### src/rtl/div_clk_monitor_pkg.sv
// Shared constants and types for the slow-clock monitor.
// Holds state encoding plus default half-period/tolerance, derived the same
// way the clock divider derives its toggle rate.
package div_clk_monitor_pkg;

  localparam int CLK_HZ  = 50_000_000;
  localparam int SLOW_HZ = 100;

  // The divider toggles twice per slow period, so one half-period is
  // CLK_HZ / (2 * SLOW_HZ) system clocks.
  localparam int DEF_NOM_HALF = CLK_HZ / (2 * SLOW_HZ);
  localparam int DEF_TOL      = 1024;
  localparam int DEF_LOCK_CNT = 4;
  localparam int DEF_CNT_W    = 25;
  localparam int DEF_ERR_W    = 8;

  localparam logic [1:0] ST_ACQUIRE = 2'd0;
  localparam logic [1:0] ST_LOCKED  = 2'd1;
  localparam logic [1:0] ST_LOST    = 2'd2;

  typedef enum logic [1:0] {
    ACQUIRE = ST_ACQUIRE,
    LOCKED  = ST_LOCKED,
    LOST    = ST_LOST
  } state_t;

  // Inclusive window test used to classify a measured half-period.
  function automatic logic in_window(input logic [31:0] val,
                                     input int          lo,
                                     input int          hi);
    return (val >= $unsigned(lo)) && (val <= $unsigned(hi));
  endfunction

endpackage

### src/rtl/div_clk_monitor_if.sv
// Bundle between the divided-clock monitor and its consumers.
// master: monitor side (takes slow_in, drives ticks/status/measurements);
// slave: consumer side (drives slow_in, observes everything else).
interface div_clk_monitor_if
  import div_clk_monitor_pkg::*;
#(
  parameter int CNT_W = DEF_CNT_W,
  parameter int ERR_W = DEF_ERR_W
);

  logic             slow_in;
  logic             tick_rise;
  logic             tick_fall;
  logic             locked;
  logic             lost;
  logic [CNT_W-1:0] half_period;
  logic [ERR_W-1:0] err_cnt;

  modport master (
    input  slow_in,
    output tick_rise,
    output tick_fall,
    output locked,
    output lost,
    output half_period,
    output err_cnt
  );

  modport slave (
    output slow_in,
    input  tick_rise,
    input  tick_fall,
    input  locked,
    input  lost,
    input  half_period,
    input  err_cnt
  );

endinterface

### src/rtl/div_clk_monitor_edge_sync.sv
// Synchronises the slow toggle into clk and flags each transition.
// Ports: clk/rst; slow_in (async); edge_det (combinational, one cycle per
// transition); tick_rise/tick_fall (registered one-cycle strobes).
module div_clk_monitor_edge_sync (
  input  logic clk,
  input  logic rst,
  input  logic slow_in,
  output logic edge_det,
  output logic tick_rise,
  output logic tick_fall
);

  logic       s1;
  logic       s2;
  logic       s3;
  logic [1:0] arm_sr;
  logic       arm;

  always_ff @(posedge clk) begin
    if (rst) begin
      s1        <= 1'b0;
      s2        <= 1'b0;
      s3        <= 1'b0;
      arm_sr    <= 2'b00;
      arm       <= 1'b0;
      tick_rise <= 1'b0;
      tick_fall <= 1'b0;
    end else begin
      s1        <= slow_in;
      s2        <= s1;
      s3        <= s2;
      // arm comes up on the same edge that s3 first holds a post-reset
      // sample, so the level present at release never reads as an edge.
      arm_sr    <= {arm_sr[0], 1'b1};
      arm       <= arm | arm_sr[1];
      tick_rise <= edge_det & s2;
      tick_fall <= edge_det & ~s2;
    end
  end

  assign edge_det = arm & (s2 ^ s3);

endmodule

### src/rtl/div_clk_monitor.sv
// Measures each half-period of the divided clock and tracks lock/loss.
// Ports: clk, rst (sync, active-high) plus a master-side monitor bundle
// carrying slow_in, tick strobes, locked/lost, half_period and err_cnt.
module div_clk_monitor
  import div_clk_monitor_pkg::*;
#(
  parameter int NOM_HALF = DEF_NOM_HALF,
  parameter int TOL      = DEF_TOL,
  parameter int LOCK_CNT = DEF_LOCK_CNT,
  parameter int CNT_W    = DEF_CNT_W,
  parameter int ERR_W    = DEF_ERR_W
) (
  input logic               clk,
  input logic               rst,
  div_clk_monitor_if.master bus
);

  localparam int GOOD_W = $clog2(LOCK_CNT + 1);
  localparam logic [CNT_W-1:0]  TO_LIM    = CNT_W'(NOM_HALF + TOL + 1);
  localparam logic [GOOD_W-1:0] GOOD_LAST = GOOD_W'(LOCK_CNT - 1);

  logic              edge_det;
  logic              tick_rise;
  logic              tick_fall;
  logic [CNT_W-1:0]  cnt;
  logic              ref_vld;
  logic [GOOD_W-1:0] good_cnt;
  logic [GOOD_W-1:0] good_nxt;
  state_t            state;
  state_t            state_nxt;
  logic              err_inc;
  logic              meas_vld;
  logic              meas_good;
  logic              timeout;
  logic [CNT_W-1:0]  half_period;
  logic [ERR_W-1:0]  err_cnt;

  div_clk_monitor_edge_sync u_sync (
    .clk       (clk),
    .rst       (rst),
    .slow_in   (bus.slow_in),
    .edge_det  (edge_det),
    .tick_rise (tick_rise),
    .tick_fall (tick_fall)
  );

  // An edge only yields a measurement when a previous edge anchors cnt;
  // the first edge after reset or after losing the clock just restarts it.
  assign meas_vld  = edge_det & ref_vld;
  assign meas_good = in_window(32'(cnt), NOM_HALF - TOL, NOM_HALF + TOL);
  assign timeout   = (cnt >= TO_LIM);

  always_comb begin
    state_nxt = state;
    good_nxt  = good_cnt;
    err_inc   = 1'b0;
    case (state)
      ACQUIRE: begin
        if (meas_vld) begin
          if (meas_good) begin
            if (good_cnt == GOOD_LAST) begin
              state_nxt = LOCKED;
              good_nxt  = '0;
            end else begin
              good_nxt = good_cnt + 1'b1;
            end
          end else begin
            good_nxt = '0;
          end
        end
      end
      LOCKED: begin
        // An edge coinciding with the timeout threshold is classified
        // normally rather than declared a loss.
        if (edge_det) begin
          if (!meas_good) begin
            state_nxt = ACQUIRE;
            good_nxt  = '0;
            err_inc   = 1'b1;
          end
        end else if (timeout) begin
          state_nxt = LOST;
          good_nxt  = '0;
          err_inc   = 1'b1;
        end
      end
      LOST: begin
        good_nxt = '0;
        if (edge_det) begin
          state_nxt = ACQUIRE;
        end
      end
      default: begin
        state_nxt = ACQUIRE;
        good_nxt  = '0;
      end
    endcase
  end

  always_ff @(posedge clk) begin
    if (rst) begin
      state       <= ACQUIRE;
      good_cnt    <= '0;
      cnt         <= '0;
      ref_vld     <= 1'b0;
      half_period <= '0;
      err_cnt     <= '0;
    end else begin
      state    <= state_nxt;
      good_cnt <= good_nxt;

      if (edge_det) begin
        cnt <= CNT_W'(1);
      end else if (cnt != '1) begin
        cnt <= cnt + 1'b1;
      end

      if (meas_vld) begin
        half_period <= cnt;
      end

      if (state_nxt == LOST) begin
        ref_vld <= 1'b0;
      end else if (edge_det) begin
        ref_vld <= 1'b1;
      end

      if (err_inc && (err_cnt != '1)) begin
        err_cnt <= err_cnt + 1'b1;
      end
    end
  end

  assign bus.tick_rise   = tick_rise;
  assign bus.tick_fall   = tick_fall;
  assign bus.locked      = (state == LOCKED);
  assign bus.lost        = (state == LOST);
  assign bus.half_period = half_period;
  assign bus.err_cnt     = err_cnt;

endmodule
### src/flat_wrapper.sv
// flat-port wrapper written by rule: the top's interface ports become plain ports
module div_clk_monitor_flat import div_clk_monitor_pkg::*;
#(
  parameter int NOM_HALF = DEF_NOM_HALF,
  parameter int TOL      = DEF_TOL,
  parameter int LOCK_CNT = DEF_LOCK_CNT,
  parameter int CNT_W    = DEF_CNT_W,
  parameter int ERR_W    = DEF_ERR_W
)
  (clk, rst, bus_slow_in, bus_tick_rise, bus_tick_fall, bus_locked, bus_lost, bus_half_period, bus_err_cnt);
  div_clk_monitor_if #(.CNT_W(CNT_W), .ERR_W(ERR_W)) bus_i ();
  input logic clk;
  input logic rst;
  input wire logic [$bits(bus_i.slow_in)-1:0] bus_slow_in;
  output wire logic [$bits(bus_i.tick_rise)-1:0] bus_tick_rise;
  output wire logic [$bits(bus_i.tick_fall)-1:0] bus_tick_fall;
  output wire logic [$bits(bus_i.locked)-1:0] bus_locked;
  output wire logic [$bits(bus_i.lost)-1:0] bus_lost;
  output wire logic [$bits(bus_i.half_period)-1:0] bus_half_period;
  output wire logic [$bits(bus_i.err_cnt)-1:0] bus_err_cnt;
  assign bus_i.slow_in = bus_slow_in;
  assign bus_tick_rise = bus_i.tick_rise;
  assign bus_tick_fall = bus_i.tick_fall;
  assign bus_locked = bus_i.locked;
  assign bus_lost = bus_i.lost;
  assign bus_half_period = bus_i.half_period;
  assign bus_err_cnt = bus_i.err_cnt;
  div_clk_monitor #(.NOM_HALF(NOM_HALF), .TOL(TOL), .LOCK_CNT(LOCK_CNT), .CNT_W(CNT_W), .ERR_W(ERR_W)) u_core (.clk(clk), .rst(rst), .bus(bus_i));
endmodule
### config.mk
export PLATFORM = sky130hd
export DESIGN_NAME = div_clk_monitor_flat
export DESIGN_NICKNAME = d
export VERILOG_FILES = /design/src/rtl/div_clk_monitor_pkg.sv /design/src/rtl/div_clk_monitor_if.sv /design/src/rtl/div_clk_monitor_edge_sync.sv /design/src/rtl/div_clk_monitor.sv /design/src/flat_wrapper.sv
export SDC_FILE = /design/constraint.sdc
export NUM_CORES = 1
export LEC_CHECK = 0
export BUFFER_PORTS_ARGS = -buffer_cell sky130_fd_sc_hd__buf_2
export CORE_ASPECT_RATIO = 0.8
export CORE_MARGIN = 2
export CORE_UTILIZATION = 52
export CTS_CLUSTER_SIZE = 25
export DETAILED_ROUTE_END_ITERATION = 10
export PLACE_DENSITY = 0.81
export REMOVE_ABC_BUFFERS = 1
export SYNTH_ARGS = -nofsm -noshare
export SYNTH_HDL_FRONTEND = slang
export SYNTH_HIERARCHICAL = 1
export SYNTH_SLANG_ARGS = --single-unit
### constraint.sdc
create_clock -name clk -period 2 [get_ports clk]
set_input_delay 0.2 -clock clk [delete_from_list [all_inputs] [get_ports clk]]
set_output_delay 0.2 -clock clk [all_outputs]
set_load 0.02 [all_outputs]
==> reports/results.tsv, run 1 <==
metric	value	unit
finalSetupTns	-2630	ps
dp_hpwl	5320	um
final_cells	564	
synth_compound_area_frac	0.126	
clkTransAtPathRegs	70	ps
synth_top_family_by_area	simple AND/OR/NAND/NOR gates	
worst_slew_pin_slew	511	ps
cts_sinks	72	
rrSetupSlack	-200	ps
cts_root_buf	clkbuf_8	
diodes	0	
final_cell_mix	dfxtp_1, nand2_1, buf_4	
fin_crit	2200	ps
use_met3	0.0669	
core	5910	um2
synthXorXnorAreaFrac	0.0576	
antenna_found_initial	0	
vias	3110	
relSlewSlack	0.659	
ys_seq_area_frac	0.452	
end_kind	flop	
synthArstFlopShare	0	
violations	negative setup slack	
power_density	651	nW/um2
synth-adder-area-share	0.0196	
fill_cells	412	
max_freq	455	MHz
first_iter_violations	260	
die_w	91.6	um
preCtsSetupSlack	-214	ps
synth_area	3190	um2
grt_max_degree	50	
timing.hold.ws	53.1	ps
io_pins	40	
ys_types	47	
yosys_warnings	6	
clockBufferDepth	2	
place_inst	538	
post_drt_via_cell_ratio	5.51	
grt_use_total	0.233	
clk_latency	350	ps
hold_viol	0	
final_antenna_net_count	0	
crit_path_top_delay_cell	a211o_4	
placed_area	3810	um2
hp-class	input pin to flop	
final_area	4330	um2
required	2280	ps
synthMuxAreaShare	0.00314	
cts_buffers	9	
crit_path_frequent_cell	o31a_1	
met1_usage	0.315	
path_buf_inv	0	
cp_cell_sequence	o31a_1 -> o2111a_1 -> o31a_1 -> a211o_4 -> or3_1 -> a21oi_2	
cp-start-kind	flop	
ir_drop	522	uV
firstDrtPassIters	5	
drive_gt1_frac	0.317	
overflow	0	
synth_simple_gate_area_share	0.299	
worstSetupPathType	flop to flop	
wirelength	8250	um
rows	25	
drv_slew	0	
die_y	74.1	um
skew	8.14	ps
ys_seq_elements	72	
top_usage_layer	met2	
wl_per_cell	14.6	um
numPortBuffers	39	
leakage	1.72	nW
utilization	0.733	
status	finished with violations	
syn2layout_area_growth	35.8	%
ctsHoldBuffers	0	
synth-edff-count	0	
netlist_instances	386	
cts_max_level	3	
cpPeakStageDelay	380	ps
layout_commonest_cell	dfxtp_1	
final_nets	486	
fin_ws	-200	ps
first_global_vias	2667	
rsz0062_at_grt	true	
cp_max_fo	6	
die_area	6780	um2
place_congestion	0.885	
cp.arrival	2480	ps
syn_avg_cell_area	8.27	um2
setup_viol	34	
maxCapViolations	0	
initial_core_util	0.540	
period_share	1.10	
synth_flop_cell	dfxtp_1	
critPathTopFamily	compound AO/OA/AOI/OAI gates	
grt_pass1_wl	12600	um
fin_total_pwr	2.82	mW
cts_tree	yes	
met2_usage	0.369	
drc	0	
-- metal layers --
layer	vias to the layer above	part of all wire
li1	1515	-
met3	17	0.068
met4	0	0.014
met2	118	0.47
met1	1460	0.45
met5	-	0
-- worst reg2reg max path: cells and delay by family, from the launching register on --
family / cells / cell delay (ps)
and+or+nand+nor: 1 / 380
AOI/OAI and AO/OA: 5 / 1430
DFF: 1 / 320
-- timing repair --
item / CTS / global route
cloned: 0 / 2
endpoints found under the setup margin: 14 / 34
buffers inserted: 0 / 8
pin swaps: 5 / 19
gates resized for setup: 18 / 27
-- state kept, by name, summed over array words and instances, names as in the netlist --
signal and cells:
u_core/u_sync/s1 1, u_core/bus.err_cnt 8, u_core/good_cnt 3, u_core/u_sync/arm 1, u_core/state 2, u_core/ref_vld 1
u_core/u_sync/tick_fall 1, u_core/u_sync/arm_sr 2, u_core/bus.half_period 25, u_core/cnt 25, u_core/u_sync/s2 1, u_core/u_sync/s3 1
u_core/u_sync/tick_rise 1
-- cell usage after synthesis (6+ instances only) --
| library cell | instances | area [um2] |
|---|---|---|
| a21oi_1 | 33 | 165 |
| nor4_1 | 11 | 68.8 |
| dfxtp_1 | 72 | 1440 |
| xnor2_1 | 18 | 158 |
| nand2_1 | 64 | 240 |
| clkbuf_1 | 14 | 52.6 |
| inv_1 | 6 | 22.5 |
| or3_1 | 8 | 50.1 |
| nor3_1 | 14 | 70.1 |
| nor2_1 | 42 | 158 |
| buf_2 | 6 | 30.0 |
| o21ai_0 | 7 | 35.0 |
| nor2b_1 | 7 | 43.8 |
| nand3_1 | 15 | 75.1 |
| nand4_1 | 6 | 37.5 |
-- cells by family (layout without fill, tap and decap cells) --
family | after synthesis | in the layout
mux | 1 | 1
flops | 72 | 72
compound gates | 62 | 63
simple gates | 195 | 195
xor+xnor | 21 | 21
buf+inv | 30 | 126
fa+ha+maj | 5 | 5
-- worst paths after layout --
kind	from	to	cells past startpoint
min reg2reg	u_core/good_cnt[2]$_SDFFE_PP0P_	u_core/good_cnt[2]$_SDFFE_PP0P_	1
max reg2reg	u_core/cnt[4]$_SDFFE_PP0P_	u_core/bus.err_cnt[4]$_SDFFE_PP0P_	6
min	bus_slow_in	u_core/u_sync/s1$_SDFF_PP0_	2
max	u_core/cnt[4]$_SDFFE_PP0P_	u_core/bus.err_cnt[4]$_SDFFE_PP0P_	6
-- area by class of cell --
type                            instances  area, um2  area share
Timing Repair Buffer                  104        752       0.173
Sequential cell                        72       1450       0.335
Inverter                                6       22.5     0.00520
Clock inverter                          5       80.1      0.0185
Multi-Input combinational cell        285       1790       0.412
Clock buffer                           11        141      0.0326
Tap cell                               81        101      0.0234
-- power by group --
group	switching, mW	internal (mW)
clock	0.526	0.734
combinational	0.0607	0.0452
sequential	0.00840	1.45
(Power assumes the default switching activity.)
==> run 2, diff against run 1 <==
==> constraint.sdc (replaced) <==
create_clock -name clk -period 1.94 [get_ports clk]
set_input_delay 0.194 -clock clk [delete_from_list [all_inputs] [get_ports clk]]
set_output_delay 0.194 -clock clk [all_outputs]
set_load 0.02 [all_outputs]
==> run 2 against run 1 <==
Sequential power is 3% higher. Sequential cell count stayed put. Utilization is 1.1 points higher. The run still ends with negative setup slack left.
==> reports/results.tsv, run 2 (same netlist as run 1, synthesis figures left out) <==
metric	value	unit	change
rr_endpoint	u_core/bus.err_cnt[5]$_SDFFE_PP0P_		
antenna_found_initial	0		unchanged
grt_use_total	0.263		+0.0303
holdPathEnd	u_core/u_sync/s1$_SDFF_PP0_		
p_switching	0.646	mW	+8.6%
post_drt_via_cell_ratio	5.76		+4.4%
worst-path-stages	7		+1
p_int	2.21	mW	-0.76%
first_iter_violations	293		+13%
rsz0062_at_grt	true		
fill_cells	410		-0.49%
drv_slew	0		unchanged
worstReg2RegStart	u_core/cnt[4]$_SDFFE_PP0P_		
wl_per_cell	16.9	um	+15%
p_sw_frac	0.226		+0.0154
period_share	1.16		+0.0633
grt_max_degree	50		unchanged
relSlewSlack	0.629		-0.0293
hold_viol	0		unchanged
ir_drop	533	uV	+2.2%
hp-class	input pin to flop		
setup_viol	23		-32%
p_seq_frac	0.525		+0.009
power_density	649	nW/um2	-0.23%
rrSetupSlack	-320	ps	-120 ps
cp_max_fo	6		unchanged
syn2layout_area_growth	37.8	%	
place_congestion	0.872		-1.4%
r2r_cells	7		+1
cts_buffers	9		unchanged
core	5910	um2	unchanged
worst_slew_pin_slew	556	ps	+45.0 ps
utilization	0.744		+0.0106
diodes	0		unchanged
critPathTopFamily	compound AO/OA/AOI/OAI gates		
seqCellArea	1460	um2	+0.78%
clockBufferDepth	2		unchanged
initial_core_util	0.540		unchanged
drc	0		unchanged
die_area	6780	um2	unchanged
skew	13.7	ps	+5.60 ps
die_y	74.1	um	unchanged
required	2240	ps	-40 ps
crit_path_frequent_cell	o31a_1		
max_freq	443	MHz	-2.5%
wirelength	9620	um	+17%
pwr-share-comb	0.041		+0.003
cts_root_buf	clkbuf_8		
violations	negative setup slack		
io_pins	40		unchanged
final_antenna_net_count	0		unchanged
crit_path_top_delay_cell	a211o_4		
cts_max_level	3		unchanged
firstDrtPassIters	5		unchanged
cp.arrival	2560	ps	+80 ps
fin_total_pwr	2.85	mW	+1.2%
vias	3281		+5.5%
final_cell_mix	buf_4, nand2_1, dfxtp_1		
end_kind	flop		
dp_hpwl	5520	um	+3.9%
first_global_vias	2918		+9.4%
hp-start	bus_slow_in		
cts_tree	yes		
final_nets	492		+1.2%
clkTransAtPathRegs	80	ps	about the same
worstSetupPathType	flop to flop		
status	finished with violations		
clk_latency	360	ps	about the same
path_buf_inv	1		+1
grt_pass1_wl	13900	um	+11%
maxCapViolations	0		unchanged
numPortBuffers	39		unchanged
cts_sinks	72		unchanged
reg_top3	u_core/bus.half_period: 25 flops, u_core/cnt: 25 flops, u_core/bus.err_cnt: 8 flops		
ctsHoldBuffers	0		unchanged
fin_crit	2260	ps	+56.9 ps
cp_cell_sequence	o31a_1 -> o2111a_1 -> o31a_1 -> a211o_4 -> buf_4 -> nor4_4 -> o21ba_1		
leakage	1.76	nW	+2.6%
die_w	91.6	um	unchanged
hold_depth	2		unchanged
drive_gt1_frac	0.368		+0.0513
multi_input_comb_area	1850	um2	+3.3%
layout_commonest_cell	buf_4		
overflow	0		unchanged
cp-start-kind	flop		
fin_ws	-317	ps	-117 ps
rows	25		unchanged
cpPeakStageDelay	390	ps	about the same
p_clk_frac	0.434		-0.013
-- run 2: cell count changes in the layout (fill, tap and decap cells not counted), sizes merged --
cell and delta:
bufinv -1, buf +7, inv +1, clkinvlp -1
-- run 2: per-stage QoR --
step | hold slack (ps) | setup TNS [ps] | cell area, um2 | setup WS [ps] | instances
after floorplan | 251 | -18840 | 3080 | -824 | 362
after global placement | 411 | -1830 | 3850 | -199 | 544
after detailed placement | 411 | -3070 | 3850 | -285 | 544
after CTS | 32.9 | -1840 | 4240 | -200 | 565
after global routing | 62.7 | -5230 | 4400 | -381 | 570
final | 33.0 | -3580 | 4400 | -317 | 570
-- run 2: worst max-delay path by stage --
stage	startpoint	to	slack, ps
6_report	u_core/cnt[4]$_SDFFE_PP0P_	u_core/bus.err_cnt[5]$_SDFFE_PP0P_	-320
3_5_place_dp	u_core/cnt[5]$_SDFFE_PP0P_	u_core/bus.err_cnt[5]$_SDFFE_PP0P_	-280
5_1_grt	u_core/cnt[14]$_SDFFE_PP0P_	u_core/bus.err_cnt[5]$_SDFFE_PP0P_	-380
4_1_cts	u_core/cnt[5]$_SDFFE_PP0P_	u_core/bus.err_cnt[5]$_SDFFE_PP0P_	-200
3_3_place_gp	u_core/cnt[4]$_SDFFE_PP0P_	u_core/bus.err_cnt[5]$_SDFFE_PP0P_	-200
2_1_floorplan	u_core/cnt[0]$_SDFFE_PP0P_	u_core/cnt[3]$_SDFFE_PP0P_	-820
-- run 2: metal layers --
layer,wire length (um),part of all wire,GRT usage,vias up
met5,0,0,0,-
met4,368,0.038,0.167,0
met3,809,0.084,0.0638,38
met2,4530,0.47,0.408,176
met1,3920,0.41,0.337,1544
li1,-,-,-,1523
-- run 2: final cells by class --
| class | instances | area share |
|---|---|---|
| Timing Repair Buffer | 110 | 0.173 |
| Multi-Input combinational cell | 285 | 0.420 |
| Sequential cell | 72 | 0.332 |
| Tap cell | 81 | 0.0231 |
| Clock buffer | 12 | 0.0353 |
| Clock inverter | 4 | 0.0117 |
| Inverter | 6 | 0.00512 |
-- run 2: what timing repair did --
| item | in CTS | in global routing |
|---|---|---|
| setup buffers | 5 | 4 |
| gates cloned | 1 | 1 |
| endpoints found under the setup margin | 27 | 30 |
| resized for setup | 31 | 36 |
| pin swaps | 20 | 13 |
-- run 2: power groups by stage --
stage	clock (mW)	sequential [mW]	combinational, mW
after floorplan	0	1.53	0.0409
after global placement	0	1.53	0.0933
after detailed placement	0	1.53	0.0956
after CTS	1.25	1.50	0.111
after global routing	1.32	1.50	0.129
final	1.24	1.50	0.118
==> run 3, diff against run 2 <==
--- a/config.mk
+++ b/config.mk
@@ -7,7 +7,7 @@
 export LEC_CHECK = 0
 export BUFFER_PORTS_ARGS = -buffer_cell sky130_fd_sc_hd__buf_2
 export CORE_ASPECT_RATIO = 0.8
-export CORE_MARGIN = 2
+export CORE_MARGIN = 1
 export CORE_UTILIZATION = 52
 export CTS_CLUSTER_SIZE = 25
 export DETAILED_ROUTE_END_ITERATION = 10
==> run 3 against run 2 <==
The run still ends with negative setup slack left. Non-clock buffer count down 1. Maximum frequency down 0.36%. Hold slack better by 14 ps. Combinational power about the same. Utilization up 0.15 points. Critical path type unchanged. Critical endpoint is now u_core/bus.err_cnt[3]$_SDFFE_PP0P_.
==> reports/results.tsv, run 3 (same netlist as run 1, synthesis figures left out) <==
metric	value	unit	change
status	finished with violations		
violations	negative setup slack		
cts_sinks	72		unchanged
layout_commonest_cell	nand2_1		
final_antenna_net_count	0		unchanged
rrSetupSlack	-330	ps	about the same
vias	3216		-2.0%
crit_path_top_delay_cell	a211o_4		
holdPathEnd	u_core/u_sync/s1$_SDFF_PP0_		
period_share	1.17		+0.00422
die_area	6460	um2	-4.8%
drv_slew	0		unchanged
fin_total_pwr	2.93	mW	+2.7%
end_kind	flop		
relSlewSlack	0.649		+0.0199
first_iter_violations	324		+11%
cp-start-kind	flop		
grt_pass1_wl	14000	um	+0.80%
grt_max_degree	50		unchanged
dp_hpwl	5360	um	-3.0%
numPortBuffers	39		unchanged
crit_start	u_core/cnt[4]$_SDFFE_PP0P_		
hp-class	input pin to flop		
pwr-share-comb	0.040		about the same
required	2230	ps	about the same
ctsHoldBuffers	0		unchanged
clk_latency	360	ps	about the same
firstDrtPassIters	5		unchanged
wirelength	9040	um	-6.0%
hp-start	bus_slow_in		
seqCellArea	1460	um2	-0.34%
crit_path_frequent_cell	o31a_1		
p_switching	0.634	mW	-1.9%
leakage	1.77	nW	+0.57%
rr_endpoint	u_core/bus.err_cnt[3]$_SDFFE_PP0P_		
hold_depth	2		unchanged
place_congestion	0.901		+3.3%
setup_viol	14		-39%
p_seq_frac	0.512		-0.013
die_w	89.6	um	-2.2%
max_freq	441	MHz	-0.36%
r2r_cells	6		-1
reg_top3	u_core/bus.half_period: 25 flops, u_core/cnt: 25 flops, u_core/bus.err_cnt: 8 flops		
critPathTopFamily	compound AO/OA/AOI/OAI gates		
first_global_vias	2971		+1.8%
cts_max_level	3		unchanged
fill_cells	425		+3.7%
wl_per_cell	15.9	um	-5.9%
core	5910	um2	unchanged
drive_gt1_frac	0.352		-0.0156
p_int	2.30	mW	+4.0%
worst_slew_pin_slew	526	ps	-29.9 ps
syn2layout_area_growth	38.0	%	
preCtsSetupSlack	-290	ps	-5.87 ps
final_cell_mix	nand2_1, buf_4, dfxtp_1		
antenna_found_initial	0		unchanged
placed_area	3870	um2	+0.52%
fin_ws	-325	ps	-8.19 ps
diodes	0		unchanged
overflow	0		unchanged
initial_core_util	0.540		unchanged
grt_use_total	0.291		+0.0272
p_clk_frac	0.448		+0.014
cts_tree	yes		
final_area	4410	um2	+0.20%
cp.arrival	2560	ps	about the same
worstSetupPathType	flop to flop		
drc	0		unchanged
maxCapViolations	0		unchanged
cp_max_fo	6		unchanged
worstReg2RegStart	u_core/cnt[4]$_SDFFE_PP0P_		
cts_buffers	9		unchanged
cp_cell_sequence	o31a_1 -> o2111a_1 -> o31a_1 -> a211o_4 -> or3_4 -> a21oi_2		
post_drt_via_cell_ratio	5.65		-1.8%
path_buf_inv	0		-1
clockBufferDepth	2		unchanged
die_y	72.1	um	-2.7%
cts_root_buf	clkbuf_8		
timing.hold.ws	47.0	ps	+14.0 ps
multi_input_comb_area	1830	um2	-0.75%
io_pins	40		unchanged
ir_drop	487	uV	-8.7%
cpPeakStageDelay	380	ps	about the same
rows	25		unchanged
rsz0062_at_grt	true		
p_sw_frac	0.216		-0.0102
power_density	665	nW/um2	+2.5%
clkTransAtPathRegs	70	ps	about the same
skew	9.32	ps	-4.42 ps
hold_viol	0		unchanged
final_nets	491		-0.20%
fin_crit	2270	ps	+8.19 ps
-- run 3: cell count changes in the layout (fill, tap and decap cells not counted), sizes merged --
cell      previous run  this run
clkbuf              12        11
clkinvlp             1         2
bufinv               1         2
buf                110       109
inv                  7         6
-- run 3: per-layer routing --
| metal | wire length, um | vias to the layer above | share of wire | track usage |
|---|---|---|---|---|
| met2 | 4290 | 177 | 0.47 | 0.470 |
| li1 | - | 1523 | - | - |
| met1 | 3740 | 1488 | 0.41 | 0.359 |
| met4 | 264 | 0 | 0.029 | 0.104 |
| met3 | 746 | 28 | 0.083 | 0.100 |
| met5 | 0 | - | 0 | 0 |
-- run 3: what timing repair did --
| item | CTS | global route |
|---|---|---|
| gates cloned | 1 | 0 |
| pin swaps | 20 | 11 |
| endpoints found under the setup margin | 35 | 33 |
| hold endpoints to repair | 0 | 0 |
| buffers inserted | 3 | 4 |
| resized for setup | 28 | 32 |
-- run 3: area by class of cell --
| cell class | count | share of cell area |
|---|---|---|
| inverters | 6 | 0.00511 |
| multi-input cells | 285 | 0.416 |
| flip-flops and latches | 72 | 0.331 |
| repair buffers | 109 | 0.175 |
| well taps | 81 | 0.0230 |
| clock inverters | 5 | 0.0182 |
| clock buffers | 11 | 0.0321 |
-- run 3: worst register-to-register path: stages (launching register included) --
cell and delay, ps:
dfxtp_1 330, o31a_1 350, o2111a_1 280, o31a_1 340, a211o_4 380, or3_4 380, a21oi_2 150
-- run 3: worst max-delay path by stage --
stage | end | slack, ps | depth (start not counted)
global route | u_core/bus.err_cnt[3]$_SDFFE_PP0P_ | -330 | 6
finish | u_core/bus.err_cnt[3]$_SDFFE_PP0P_ | -330 | 6
CTS | u_core/bus.err_cnt[3]$_SDFFE_PP0P_ | -200 | 6
floorplan | u_core/cnt[3]$_SDFFE_PP0P_ | -820 | 7
global placement | u_core/bus.err_cnt[5]$_SDFFE_PP0P_ | -190 | 6
detailed placement | u_core/bus.err_cnt[0]$_SDFFE_PP0P_ | -290 | 8
-- run 3: power groups by stage --
stage / combinational, mW / sequential, mW / clock (mW)
final: 0.117 / 1.50 / 1.31
after global routing: 0.127 / 1.50 / 1.40
after CTS: 0.113 / 1.50 / 1.34
after detailed placement: 0.0987 / 1.53 / 0
after global placement: 0.0962 / 1.53 / 0
after floorplan: 0.0409 / 1.53 / 0
-- run 3: per-stage QoR --
| step | std cells | TNS (ps) | util |
|---|---|---|---|
| after floorplan | 362 | -18840 | - |
| after global placement | 545 | -3220 | 0.655 |
| after detailed placement | 545 | -4730 | 0.655 |
| after CTS | 565 | -2010 | 0.721 |
| after global routing | 569 | -4200 | 0.745 |
| final | 569 | -2850 | 0.745 |
